$ cat src/rtl/ospi_pkg.sv
`default_nettype none
// ============================================================================
// Module      : ospi_pkg
// Description : Shared opcodes, command encoding and FSM enums for the OSPI host.
// Revision    : 1.0 - initial release
// ============================================================================
package ospi_pkg;

    localparam logic [7:0] OP_READ  = 8'h03;
    localparam logic [7:0] OP_WRITE = 8'h02;
    localparam logic [7:0] OP_ERASE = 8'h20;

    localparam logic [1:0] CMD_READ  = 2'b00;
    localparam logic [1:0] CMD_WRITE = 2'b01;
    localparam logic [1:0] CMD_ERASE = 2'b10;
    localparam logic [1:0] CMD_RSVD  = 2'b11;

    typedef enum logic [1:0] {
        ST_IDLE    = 2'd0,
        ST_BEAT    = 2'd1,
        ST_CS_HOLD = 2'd2,
        ST_DONE    = 2'd3
    } state_t;

    typedef enum logic [1:0] {
        PH_CMD   = 2'd0,
        PH_ADDR  = 2'd1,
        PH_DUMMY = 2'd2,
        PH_DATA  = 2'd3
    } phase_t;

    function automatic logic [7:0] opcode_of(input logic [1:0] op);
        case (op)
            CMD_READ:  opcode_of = OP_READ;
            CMD_WRITE: opcode_of = OP_WRITE;
            default:   opcode_of = OP_ERASE;
        endcase
    endfunction

endpackage
`default_nettype wire

$ cat src/rtl/ospi_sck_gen.sv
`default_nettype none
// ============================================================================
// Module      : ospi_sck_gen
// Description : Beat timer producing OSPI_CLK plus launch and sample strobes.
// Revision    : 1.0 - initial release
// ============================================================================
module ospi_sck_gen #(
    parameter int CLK_DIV = 2
) (
    input  logic clk,
    input  logic reset,
    input  logic en,
    output logic sclk,
    output logic launch,
    output logic sample
);

    localparam int CW = $clog2(2 * CLK_DIV);
    localparam logic [CW-1:0] c_LAST = CW'(2 * CLK_DIV - 1);
    localparam logic [CW-1:0] c_HALF = CW'(CLK_DIV);

    logic [CW-1:0] r_cnt;
    logic [CW-1:0] w_cnt_nxt;
    logic          r_sclk;

    always_comb begin
        w_cnt_nxt = '0;
        if (en && (r_cnt != c_LAST))
            w_cnt_nxt = r_cnt + 1'b1;
    end

    // Clock is registered from the next count so it never glitches.
    always_ff @(posedge clk) begin
        if (reset) begin
            r_cnt  <= '0;
            r_sclk <= 1'b0;
        end else begin
            r_cnt  <= w_cnt_nxt;
            r_sclk <= en && (w_cnt_nxt >= c_HALF);
        end
    end

    assign sclk   = r_sclk;
    assign launch = en && (r_cnt == '0);
    assign sample = en && (r_cnt == c_LAST);

endmodule
`default_nettype wire

$ cat src/rtl/ospi_host_ctrl.sv
`default_nettype none
// ============================================================================
// Module      : ospi_host_ctrl
// Description : Octal-SPI SDR host; read/write/erase requests to OSPI bus beats.
//               Optional read dummy beats enabled by OSPI_HOST_DUMMY_EN.
// Revision    : 1.0 - initial release
// ============================================================================
module ospi_host_ctrl
    import ospi_pkg::*;
#(
    parameter int WIDTH   = 8,
    parameter int CLK_DIV = 2
) (
    input  logic             clk,
    input  logic             reset,
    input  logic             cmd_valid,
    output logic             cmd_ready,
    input  logic [1:0]       cmd_op,
    input  logic [WIDTH-1:0] cmd_addr,
    input  logic [WIDTH-1:0] cmd_wdata,
`ifdef OSPI_HOST_DUMMY_EN
    input  logic [3:0]       dummy_cycles,
`endif
    output logic             done,
    output logic             err,
    output logic [WIDTH-1:0] rdata,
    output logic             OSPI_CLK,
    output logic             OSPI_CS,
    output logic [7:0]       OSPI_IO_O,
    output logic             OSPI_IO_OE,
    input  logic [7:0]       OSPI_IO_I
);

    localparam int HW = $clog2(CLK_DIV + 1);

    state_t           r_state;
    phase_t           r_phase;
    logic [1:0]       r_op;
    logic [WIDTH-1:0] r_addr;
    logic [WIDTH-1:0] r_wdata;
    logic [WIDTH-1:0] r_shift;
    logic [WIDTH-1:0] r_rdata;
    logic [3:0]       r_dcnt;
    logic [HW-1:0]    r_hold;
    logic             r_ready, r_done, r_err, r_cs, r_oe;
    logic [7:0]       r_io_o;
    logic [3:0]       w_dummy;
    logic             w_sclk, w_launch, w_sample;

`ifdef OSPI_HOST_DUMMY_EN
    logic [3:0] r_dummy;
    always_ff @(posedge clk) begin
        if (reset)
            r_dummy <= 4'd0;
        else if ((r_state == ST_IDLE) && cmd_valid)
            r_dummy <= dummy_cycles;
    end
    assign w_dummy = r_dummy;
`else
    assign w_dummy = 4'd0;
`endif

    ospi_sck_gen #(.CLK_DIV(CLK_DIV)) u_sck_gen (
        .clk    (clk),
        .reset  (reset),
        .en     (r_state == ST_BEAT),
        .sclk   (w_sclk),
        .launch (w_launch),
        .sample (w_sample)
    );

    always_ff @(posedge clk) begin
        if (reset) begin
            r_state <= ST_IDLE;
            r_phase <= PH_CMD;
            r_op    <= CMD_READ;
            r_addr  <= '0;
            r_wdata <= '0;
            r_shift <= '0;
            r_rdata <= '0;
            r_dcnt  <= 4'd0;
            r_hold  <= '0;
            r_ready <= 1'b1;
            r_done  <= 1'b0;
            r_err   <= 1'b0;
            r_cs    <= 1'b1;
            r_oe    <= 1'b0;
            r_io_o  <= 8'h00;
        end else begin
            case (r_state)
                ST_IDLE: begin
                    if (cmd_valid) begin
                        r_op    <= cmd_op;
                        r_addr  <= cmd_addr;
                        r_wdata <= cmd_wdata;
                        r_ready <= 1'b0;
                        if (cmd_op == CMD_RSVD) begin
                            r_state <= ST_DONE;
                            r_done  <= 1'b1;
                            r_err   <= 1'b1;
                        end else begin
                            r_state <= ST_BEAT;
                            r_phase <= PH_CMD;
                            r_cs    <= 1'b0;
                            r_oe    <= 1'b1;
                            r_io_o  <= opcode_of(cmd_op);
                        end
                    end
                end
                ST_BEAT: begin
                    if (w_launch && (r_phase == PH_DUMMY))
                        r_dcnt <= r_dcnt - 1'b1;
                    // Bus values registered here appear at the next beat start.
                    if (w_sample) begin
                        case (r_phase)
                            PH_CMD: begin
                                r_phase <= PH_ADDR;
                                r_io_o  <= r_addr;
                            end
                            PH_ADDR: begin
                                r_io_o <= 8'h00;
                                r_oe   <= 1'b0;
                                if (r_op == CMD_ERASE) begin
                                    r_state <= ST_CS_HOLD;
                                    r_hold  <= HW'(CLK_DIV - 1);
                                end else if (r_op == CMD_READ) begin
                                    r_phase <= (w_dummy != 4'd0) ? PH_DUMMY : PH_DATA;
                                    r_dcnt  <= w_dummy;
                                end else begin
                                    r_phase <= PH_DATA;
                                    r_io_o  <= r_wdata;
                                    r_oe    <= 1'b1;
                                end
                            end
                            PH_DUMMY: begin
                                if (r_dcnt == 4'd0)
                                    r_phase <= PH_DATA;
                            end
                            PH_DATA: begin
                                if (r_op == CMD_READ)
                                    r_shift <= OSPI_IO_I;
                                r_state <= ST_CS_HOLD;
                                r_hold  <= HW'(CLK_DIV - 1);
                                r_io_o  <= 8'h00;
                                r_oe    <= 1'b0;
                            end
                        endcase
                    end
                end
                ST_CS_HOLD: begin
                    if (r_hold == '0) begin
                        r_state <= ST_DONE;
                        r_cs    <= 1'b1;
                        r_done  <= 1'b1;
                        if (r_op == CMD_READ)
                            r_rdata <= r_shift;
                    end else begin
                        r_hold <= r_hold - 1'b1;
                    end
                end
                ST_DONE: begin
                    r_state <= ST_IDLE;
                    r_done  <= 1'b0;
                    r_err   <= 1'b0;
                    r_ready <= 1'b1;
                end
            endcase
        end
    end

    assign cmd_ready  = r_ready;
    assign done       = r_done;
    assign err        = r_err;
    assign rdata      = r_rdata;
    assign OSPI_CLK   = w_sclk;
    assign OSPI_CS    = r_cs;
    assign OSPI_IO_O  = r_io_o;
    assign OSPI_IO_OE = r_oe;

endmodule
`default_nettype wire
$ cat config.mk
export PLATFORM = sky130hd
export DESIGN_NAME = ospi_host_ctrl
export DESIGN_NICKNAME = d
export VERILOG_FILES = /design/src/rtl/ospi_pkg.sv /design/src/rtl/ospi_sck_gen.sv /design/src/rtl/ospi_host_ctrl.sv
export SDC_FILE = /design/constraint.sdc
export NUM_CORES = 1
export LEC_CHECK = 0
export CAP_MARGIN = 30
export CORE_MARGIN = 1
export CORE_UTILIZATION = 54
export CTS_BUF_LIST = sky130_fd_sc_hd__clkbuf_4
export CTS_CLUSTER_DIAMETER = 200
export CTS_CLUSTER_SIZE = 30
export DETAILED_ROUTE_END_ITERATION = 7
export GPL_TIMING_DRIVEN = 0
export PLACE_DENSITY = 0.82
export SKIP_LAST_GASP = 1
export SLEW_MARGIN = 10
export SYNTH_ARGS = -nofsm -noshare
export SYNTH_HDL_FRONTEND = slang
export SYNTH_SLANG_ARGS = --single-unit
export TNS_END_PERCENT = 100
$ cat constraint.sdc
create_clock -name clk -period 2.1 [get_ports clk]
set_input_delay 0.63 -clock clk [delete_from_list [all_inputs] [get_ports clk]]
set_output_delay 0.63 -clock clk [all_outputs]
set_load 0.005 [all_outputs]
==> impl_metrics.ini <==
[timing]
rsz0062_at_grt = true
skew_ns = 0.0147
setup_viol = 0
finalMaxSlewViolations = 0
tightestPinTransition_ns = 0.856
slew_headroom = 0.428
period_needed_ns = 1.99
hold_viol = 0
worst_slack_ns = 0.108
fin_crit_sh = 0.949
fmax_ghz = 0.502

[drt]
drtAntennaViolNets = 0
wl_per_cell_um = 13.8
vias = 2536
avgViaCountPerCell = 5.47
drc_errors = 0
firstDrtPassIters = 4
drt_iter0_drc = 139
detail_route.wirelength_um = 6410

[clock_network]
hold_buffers = 0
root_buffer = clkbuf_4
max-clock-path-buffers = 2
htree_levels = 3
tritoncts = yes
cts.clk_slew.worst_paths_ns = 0.11
cts_made_buffers = 9
clkLatencyLatePin_ns = 0.41
clock_sink_count = 60

[global_routing]
grt_overflow = 0
grt_pass1_wl_um = 10500
grt_max_degree = 11
antenna_found_initial = 0
track_usage = 0.256
grt_pass1_vias = 2351

[setup_path]
crit_type = flop to flop
cp-end-kind = flop
worstPathRequired_ns = 2.39
path_max_fanout = 9
cp-start-kind = flop
worstPathArrival_ns = 2.28

[synth]
synth-seq-cells = 60
synth_mux_area_frac = 0.0764
synth-simple-area-share = 0.217
synthXorXnorAreaFrac = 0.00939
synth_fa_ha_area_frac = 0.0581
yosysSeqAreaShare = 0.429
synth.cell_area_um2 = 2800
synth_top_area_cell = dfxtp_1
synth_compound_area_frac = 0.158
yosys-top-cells-area = dfxtp_1, mux2i_1, nand2_1
synth_top_family_by_area = simple AND/OR/NAND/NOR gates
syn_nets = 374
syn_inst = 332
synth_top_area_share = 0.429
avgSynthCellArea_um2 = 8.43
ys_warn_count = 0
synthDistinctLibCells = 45

[cells_and_area]
final_layout_size_suffix_gt1_frac = 0.0730
mostFrequentLayoutCells = dfxtp_1, nand2_1, clkdlybuf4s50_1
num-fill-cells = 399
diodes = 0
final_cells = 464
syn_to_final_growth_pct = 26.2
nNetsFinal = 434
final_common_cell = dfxtp_1
multi_input_area_um2 = 1450
seqCellArea_um2 = 1200

[power]
irDropWorstVdd_mv = 0.607
p_leak_nw = 1.38
power_density_nw_per_um2 = 1040

[floorplanning]
rows = 25
core_um2 = 4850
num_io_pins = 51
die_y_um = 74.0
die_w_um = 74.0
die_area_um2 = 5480
start_util = 0.577

[job]
max_cap_violations = 0

[placed_design]
port_buffers = 49
place_congestion = 0.873
dp_hpwl_um = 4530
place_ws_ns = -0.271
dp.cells = 448

[outcome]
status = finished clean

[min_path]
hold_class = flop to flop
## routing by layer
metal / up-vias / track usage / wire length, um
li1: 1258 / - / -
met1: 1201 / 0.311 / 2870
met2: 67 / 0.432 / 3140
met3: 10 / 0.0691 / 344
met4: 0 / 0.0983 / 63
met5: - / 0 / 0
## area by class of cell
| cell class | instances | share of cell area |
|---|---|---|
| clock buffers | 11 | 0.0234 |
| clock inverters | 5 | 0.0216 |
| inverters | 13 | 0.0138 |
| well taps | 67 | 0.0237 |
| multi-input cells | 237 | 0.411 |
| plain buffers | 22 | 0.0273 |
| flip-flops and latches | 60 | 0.340 |
| repair buffers | 49 | 0.139 |
## cell usage after synthesis (all sizes together)
cell and n:
a31oi 2, nand3b 3, inv 12, buf 7, a41oi 1, dfxtp 60, o31ai 1, nand2b 5
o2111a 1, clkinv 1, a311oi 3, a21bo 1, nand2 49, o21ai 16, xor2 2, a211o 1
nor3 5, nand3 15, o221a 1, xnor2 1, and3 6, ha 13, and3b 1, a41o 1
nor2b 6, clkbuf 15, nor2 33, a21oi 32, a211oi 6, nor4b 2, and2 1, mux2i 21
or3b 2, a21o 1, nand4 1, o32a 1, o41ai 1, a21boi 1, and2b 1
## kinds of logic after synthesis
| group | count (synthesis) |
|---|---|
| buf+inv | 35 |
| flops | 60 |
| mux | 21 |
| xor+xnor | 3 |
| compound gates | 70 |
| simple gates | 130 |
| fa+ha+maj | 13 |
## worst max-delay path: stages (launching register included)
cell and delay (ns):
dfxtp_1 0.40, inv_1 0.09, ha_1 0.23, nor4b_2 0.76, a211oi_4 0.16, o21ai_0 0.16
a21oi_1 0.09
## where the power goes
group / internal, mW / switching (mW) / leakage [nW] / total [mW]
Combinational: 0.579 / 0.802 / 0.810 / 1.38
Sequential: 1.29 / 0.104 / 0.488 / 1.39
Clock: 0.504 / 0.412 / 0.0845 / 0.916
## registers in the layout, indices dropped and copies added, names as in the netlist, 2 cells and up
| name | cells |
|---|---|
| OSPI_IO_O | 8 |
| r_addr | 8 |
| r_shift | 8 |
| r_wdata | 8 |
| rdata | 8 |
| r_dcnt | 4 |
| r_hold | 2 |
| r_op | 2 |
| r_phase | 2 |
| r_state | 2 |
| u_sck_gen.r_cnt | 2 |
## what timing repair did
action,in CTS,in global routing
endpoints found under the setup margin,0,2
resized for setup,0,0
buffers inserted,0,0
## through the flow
stage               total power [mW]  cell area, um2  utilization  setup TNS (ns)  hold WS (ns)
floorplan                       2.35            2800            -               0         0.432
global placement                2.75            3370        0.696           -3.44         0.438
detailed placement              2.78            3370        0.696           -3.77         0.445
CTS                             3.69            3530        0.729               0         0.459
global route                    3.92            3530        0.729        -0.00143         0.477
finish                          3.69            3530        0.729               0         0.458
## final timing paths
| path | start | endpoint | slack [ns] | cells after the start |
|---|---|---|---|---|
| hold / removal | r_addr[5] | r_addr[5] | 0.46 | 2 |
| setup reg to reg | r_phase[1] | OSPI_IO_O[1] | 0.11 | 6 |
| hold reg to reg | r_addr[5] | r_addr[5] | 0.46 | 2 |
| setup / recovery | r_phase[1] | OSPI_IO_O[1] | 0.11 | 6 |
Power figures use the tool's default switching activity.
==> variant 1, RTL diff (same flow settings) <==
The option `OSPI_HOST_DUMMY_EN` is turned on by a define.
--- a/src/rtl/ospi_host_ctrl.sv
+++ b/src/rtl/ospi_host_ctrl.sv
@@ -7,2 +7,4 @@
 // ============================================================================
+`define OSPI_HOST_DUMMY_EN
+
 module ospi_host_ctrl
Interface: changed (added dummy_cycles); port bits go from 51 to 55. No check against the original RTL was run, so the function may have changed too.
==> variant 1 against the unedited design <==
  * Count of clock-buffer cells in the layout fell by 1
  * Critical path depth up 1
  * Sequential cell count grew 4
  * Global-route usage rose by 2.4 points
  * Final cell count is 8.4% higher
  * Cell area rose by 9.0%
  * Via count rose by 13%
  * Power rose by 11%
  * Setup slack worse by 0.054 ns
  * Combinational power is 18% higher
  * Largest power group is now combinational cells
  * Wire length rose by 20%
  * Area after synthesis increased by 7.6%
==> variant 1: results (changes against the unedited design) <==
| Metric | Value |
|---|---|
| Root Buffer | `clkbuf_4 (unchanged)` |
| Post-synth top flop | `dfxtp_1 (unchanged)` |
| Net Count, Synth | `409 (was 374)` |
| Hpwl dp | `5350 um (was 4530 um)` |
| CP delay by family, top | `flip-flops (was simple AND/OR/NAND/NOR gates)` |
| Number of port buffers | `53 (was 49)` |
| Final hold vios | `0 (unchanged)` |
| Syn_area_per_cell | `8.32 sq um (was 8.43 sq um)` |
| Status | `complete, no violations (unchanged)` |
| Asr flop ratio synth | `0% (unchanged)` |
| Final wirelength | `7710 um (was 6410 um)` |
| Synth warn | `0 (unchanged)` |
| Leak pwr | `0.00140 uW (was 0.00138 uW)` |
| Worst vdd ir | `623 uV (was 607 uV)` |
| Inst Count DP | `485 (was 448)` |
| Synth cell count leaders | `nand2_1, dfxtp_1, a21oi_1, nor2_1, nand3_1 (was dfxtp_1, nand2_1, nor2_1, a21oi_1, mux2i_1)` |
| Share of cells above drive strength 1 | `10.6% (was 7.30%)` |
| Worst slew pin tran | `0.566 ns (was 0.856 ns)` |
| Hold Crit Class | `flip-flop to flip-flop (unchanged)` |
| Distinct cell type count of the synthesized netlist | `50 (was 45)` |
| Gr usage total | `28.0% (was 25.6%)` |
| Per-cell routed wire length | `15.3 um (was 13.8 um)` |
| Antenna violations before repair | `0 (unchanged)` |
| # nets final | `475 (was 434)` |
| Max incr delay on CP | `0.45 ns (was 0.76 ns)` |
| Drt pass-1 iters | `5 (was 4)` |
| Vias in the first global route | `2728 (was 2351)` |
| CTS buffer count | `9 (unchanged)` |
| First-pass GRT wire length | `12800 um (was 10500 um)` |
| Via density | `5.68 (was 5.47)` |
| 1st-iter DRT viols | `204 (was 139)` |
| Hold Crit Depth | `2 (unchanged)` |
| Worst reg2reg path depth | `7 (was 6)` |
| Seq/Total Area, Yosys | `42.5% (was 42.9%)` |
| Clock Latency Late Sink | `0.41 ns (about the same)` |
| CTS clk-pin slew, worst paths | `0.11 ns (about the same)` |
| WP data arrival | `2.33 ns (was 2.28 ns)` |
| CP max stage cell | `dfxtp_1 (was nor4b_2)` |
| GP Congestion | `0.838 (was 0.873)` |
| H-Tree Depth | `3 (unchanged)` |
| CTS Buffer Depth | `2 (unchanged)` |
| Final clock skew | `0.0120 ns (was 0.0147 ns)` |
| Crit Path Max Fanout | `10 (was 9)` |
| Largest cells by area after synthesis | `dfxtp_1, nand2_1, a21oi_1, ha_1, mux2i_1 (was dfxtp_1, mux2i_1, nand2_1, ha_1, a21oi_1)` |
| N_diodes | `0 (unchanged)` |
| Largest net degree at the start of global routing | `12 (was 11)` |
==> variant 1: area by class of cell <==
class,count,area (sq um)
Timing Repair Buffer,55,546
Clock buffer,10,75.1
Buffer,22,104
Tap cell,70,87.6
Multi-Input combinational cell,262,1620
Fill cell,414,1390
Clock inverter,6,83.8
Sequential cell,64,1280
Inverter,14,56.3
==> variant 1: power by group <==
group	internal, uW	switching (uW)	leakage, uW
Sequential	1380	122	0.000521
Combinational	708	920	0.000796
Clock	490	459	0.0000800
Total	2580	1500	0.00140
==> variant 1: stage by stage <==
stage	worst slack (ns)	instance area [sq um]	total power, uW	utilization, %
after floorplan	0.265	3010	2530	-
after global placement	-0.403	3630	2960	69.3
after detailed placement	-0.438	3630	3010	69.3
after CTS	0.00197	3790	3950	72.4
after global routing	-0.0780	3850	4320	73.5
final	0.0541	3850	4080	73.5
==> variant 1: what timing repair did <==
action,CTS,global route
setup buffers,0,2
pin swaps,0,1
setup endpoints to repair,4,45
resized for setup,2,20
==> variant 1: logic make-up (layout without fill, tap and decap cells) <==
kind of cell	Yosys count	count (layout)	synth area share, %
simple gates	154	154	24.6
buf+inv	36	107	4.86
compound gates	75	75	15.9
mux	18	18	6.02
xor+xnor	1	1	0.291
flops	64	64	42.5
fa+ha+maj	14	14	5.81
==> variant 1: worst paths after layout <==
path | from | to | slack (ns)
min | r_wdata[1] | r_wdata[1] | 0.46
min reg2reg | r_wdata[1] | r_wdata[1] | 0.46
max reg2reg | r_state[0] | done | 0.05
max | r_state[0] | done | 0.05
==> variant 1: per-layer routing <==
| metal | share of wire (%) | track usage (%) |
|---|---|---|
| met3 | 6.1 | 6.55 |
| met4 | 2.1 | 13.5 |
| met5 | 0 | 0 |
| met2 | 48 | 46.1 |
| met1 | 43 | 34.3 |
==> variant 2, RTL diff (config.mk and constraints unchanged) <==
Made on the original files. Encoding of `state_t`: now Gray code (2 bits for 4 states).
--- a/src/rtl/ospi_pkg.sv
+++ b/src/rtl/ospi_pkg.sv
@@ -18,6 +18,6 @@
     typedef enum logic [1:0] {
-        ST_IDLE    = 2'd0,
-        ST_BEAT    = 2'd1,
-        ST_CS_HOLD = 2'd2,
-        ST_DONE    = 2'd3
+        ST_IDLE    = 2'b00,
+        ST_BEAT    = 2'b01,
+        ST_CS_HOLD = 2'b11,
+        ST_DONE    = 2'b10
     } state_t;
Formal check against the unedited RTL: no difference found for any inputs over 4 cycles, from zero or initial values and one cycle with reset high; so few cycles prove little.
==> variant 2 against the unedited design <==
  * Register-to-register slack better by 0.11 ns
  * Cell area is 5.6% lower
  * Setup slack worse by 0.033 ns
  * Synthesized cell count is 8.7% lower
  * Area after synthesis is 6.1% lower
  * Largest cell class unchanged
  * Wire length is 2.7% lower
  * Sequential cell count stayed put
  * Critical endpoint is now OSPI_IO_O[7]
Power is not compared: it rests on default switching activity, and its combinational part moved more than twofold at a synthesized area within 25%.
==> variant 2: results (changes against the unedited design) <==
| Metric | Value |
|---|---|
| # nets final | `400 (was 434)` |
| Vias in the first global route | `2232 (was 2351)` |
| Crit Path Max Fanout | `10 (was 9)` |
| Largest net degree at the start of global routing | `12 (was 11)` |
| Share of cells above drive strength 1 | `9.24% (was 7.30%)` |
| Via density | `5.75 (was 5.47)` |
| Antenna violations before repair | `0 (unchanged)` |
| 1st-iter DRT viols | `169 (was 139)` |
| Post-synthesis adder-cell area fraction | `3.81% (was 5.81%)` |
| Clock Latency Late Sink | `0.41 ns (about the same)` |
| Gr usage total | `25.6% (about the same)` |
| Compound-Gate Fraction of Synth Area | `16.3% (was 15.8%)` |
| Layout Cells excl Fill | `422 (was 464)` |
| Synth cell count leaders | `dfxtp_1, nand2_1, a21oi_1, nor2_1, mux2i_1 (was dfxtp_1, nand2_1, nor2_1, a21oi_1, mux2i_1)` |
| Post-synth top flop | `dfxtp_1 (unchanged)` |
| Hold Crit Class | `flip-flop to flip-flop (unchanged)` |
| GP Congestion | `0.959 (was 0.873)` |
| Asr flop ratio synth | `0% (unchanged)` |
| Number of port buffers | `49 (unchanged)` |
| Status | `complete, no violations (unchanged)` |
| CTS buffer count | `9 (unchanged)` |
| Largest cells by area after synthesis | `dfxtp_1, nand2_1, mux2i_1, a21oi_1, nor2_1 (was dfxtp_1, mux2i_1, nand2_1, ha_1, a21oi_1)` |
| Final clock skew | `0.0152 ns (was 0.0147 ns)` |
| Drt pass-1 iters | `4 (unchanged)` |
| Fill count | `387 (was 399)` |
| Placed Area | `0.00319 sq mm (was 0.00337 sq mm)` |
| Syn Inst Count | `303 (was 332)` |
| H-Tree Depth | `3 (unchanged)` |
| CTS Buffer Depth | `2 (unchanged)` |
| Net Count, Synth | `340 (was 374)` |
| WP data arrival | `2.37 ns (was 2.28 ns)` |
| Xor/xnor share of the synthesized area | `1.00% (was 0.939%)` |
| N_diodes | `0 (unchanged)` |
| Distinct cell type count of the synthesized netlist | `45 (unchanged)` |
| Post-synthesis mux area share | `6.10% (was 7.64%)` |
| Worst vdd ir | `~650 uV` |
| Post-CTS setup buffer count | `0 (unchanged)` |
| Leak pwr | `0.00132 uW` |
| Synth warn | `0 (unchanged)` |
| Seq/Total Area, Yosys | `45.7% (was 42.9%)` |
| First-pass GRT wire length | `10200 um (was 10500 um)` |
| Root Buffer | `clkbuf_4 (unchanged)` |
| Hpwl dp | `4460 um (was 4530 um)` |
| Post-cts sizing count | `1 (was 0)` |
| Final wirelength | `6230 um (was 6410 um)` |
| Inst Count DP | `406 (was 448)` |
| Worst slew pin tran | `0.622 ns (was 0.856 ns)` |
| CTS clk-pin slew, worst paths | `0.11 ns (about the same)` |
[variant 2: critical path: stages]
cell,delay [ns]
clkdlybuf4s50_1,0.63
nand2b_4,0.12
o21a_4,0.23
buf_6,0.13
or4_1,0.49
a21oi_1,0.12
[variant 2: final timing paths]
check                                start      endpoint  slack [ns]  depth (start not counted)
worst max-delay path             cmd_valid  OSPI_IO_O[7]        0.08                          6
worst max register to register  r_state[0]    r_shift[3]        0.22                          5
worst min-delay path             cmd_ready     cmd_ready        0.46                          2
worst min register to register   cmd_ready     cmd_ready        0.46                          2
[variant 2: final cells by class]
class / count / area, sq um / area share [%]
tap: 54 / 67.6 / 2.03
timing repair buffer: 49 / 490 / 14.7
clock inverter: 7 / 67.6 / 2.03
inverter: 11 / 41.3 / 1.24
clock buffer: 9 / 67.6 / 2.03
buffer: 19 / 91.3 / 2.74
multi-input combinational: 213 / 1310 / 39.2
sequential: 60 / 1200 / 36.0
[variant 2: through the flow]
step / setup WS, ns / hold WS (ns)
6_report: 0.0753 / 0.456
5_1_grt: 0.0112 / 0.483
4_1_cts: 0.0699 / 0.459
3_5_place_dp: -0.498 / 0.443
3_3_place_gp: -0.433 / 0.433
2_1_floorplan: 0.312 / 0.432
[variant 2: where the power goes]
part	internal (uW)	leakage, uW	switching (uW)
clock network	354	0.0000593	437
logic	156	0.000772	178
registers	1180	0.000488	28.6
[variant 2: cell families (layout without fill, tap and decap cells)]
| family | after synthesis | count (layout) |
|---|---|---|
| buf+inv | 30 | 95 |
| simple gates | 116 | 116 |
| flops | 60 | 60 |
| mux | 16 | 16 |
| compound gates | 70 | 70 |
| fa+ha+maj | 8 | 8 |
| xor+xnor | 3 | 3 |
[variant 2: routing by layer]
layer  track usage [%]  wire length, um  vias up
met5                 0                0        -
met1              32.7             2820     1140
met3              5.49              324       18
li1                  -                -     1179
met2              40.7             2940       90
met4              13.1              149        0
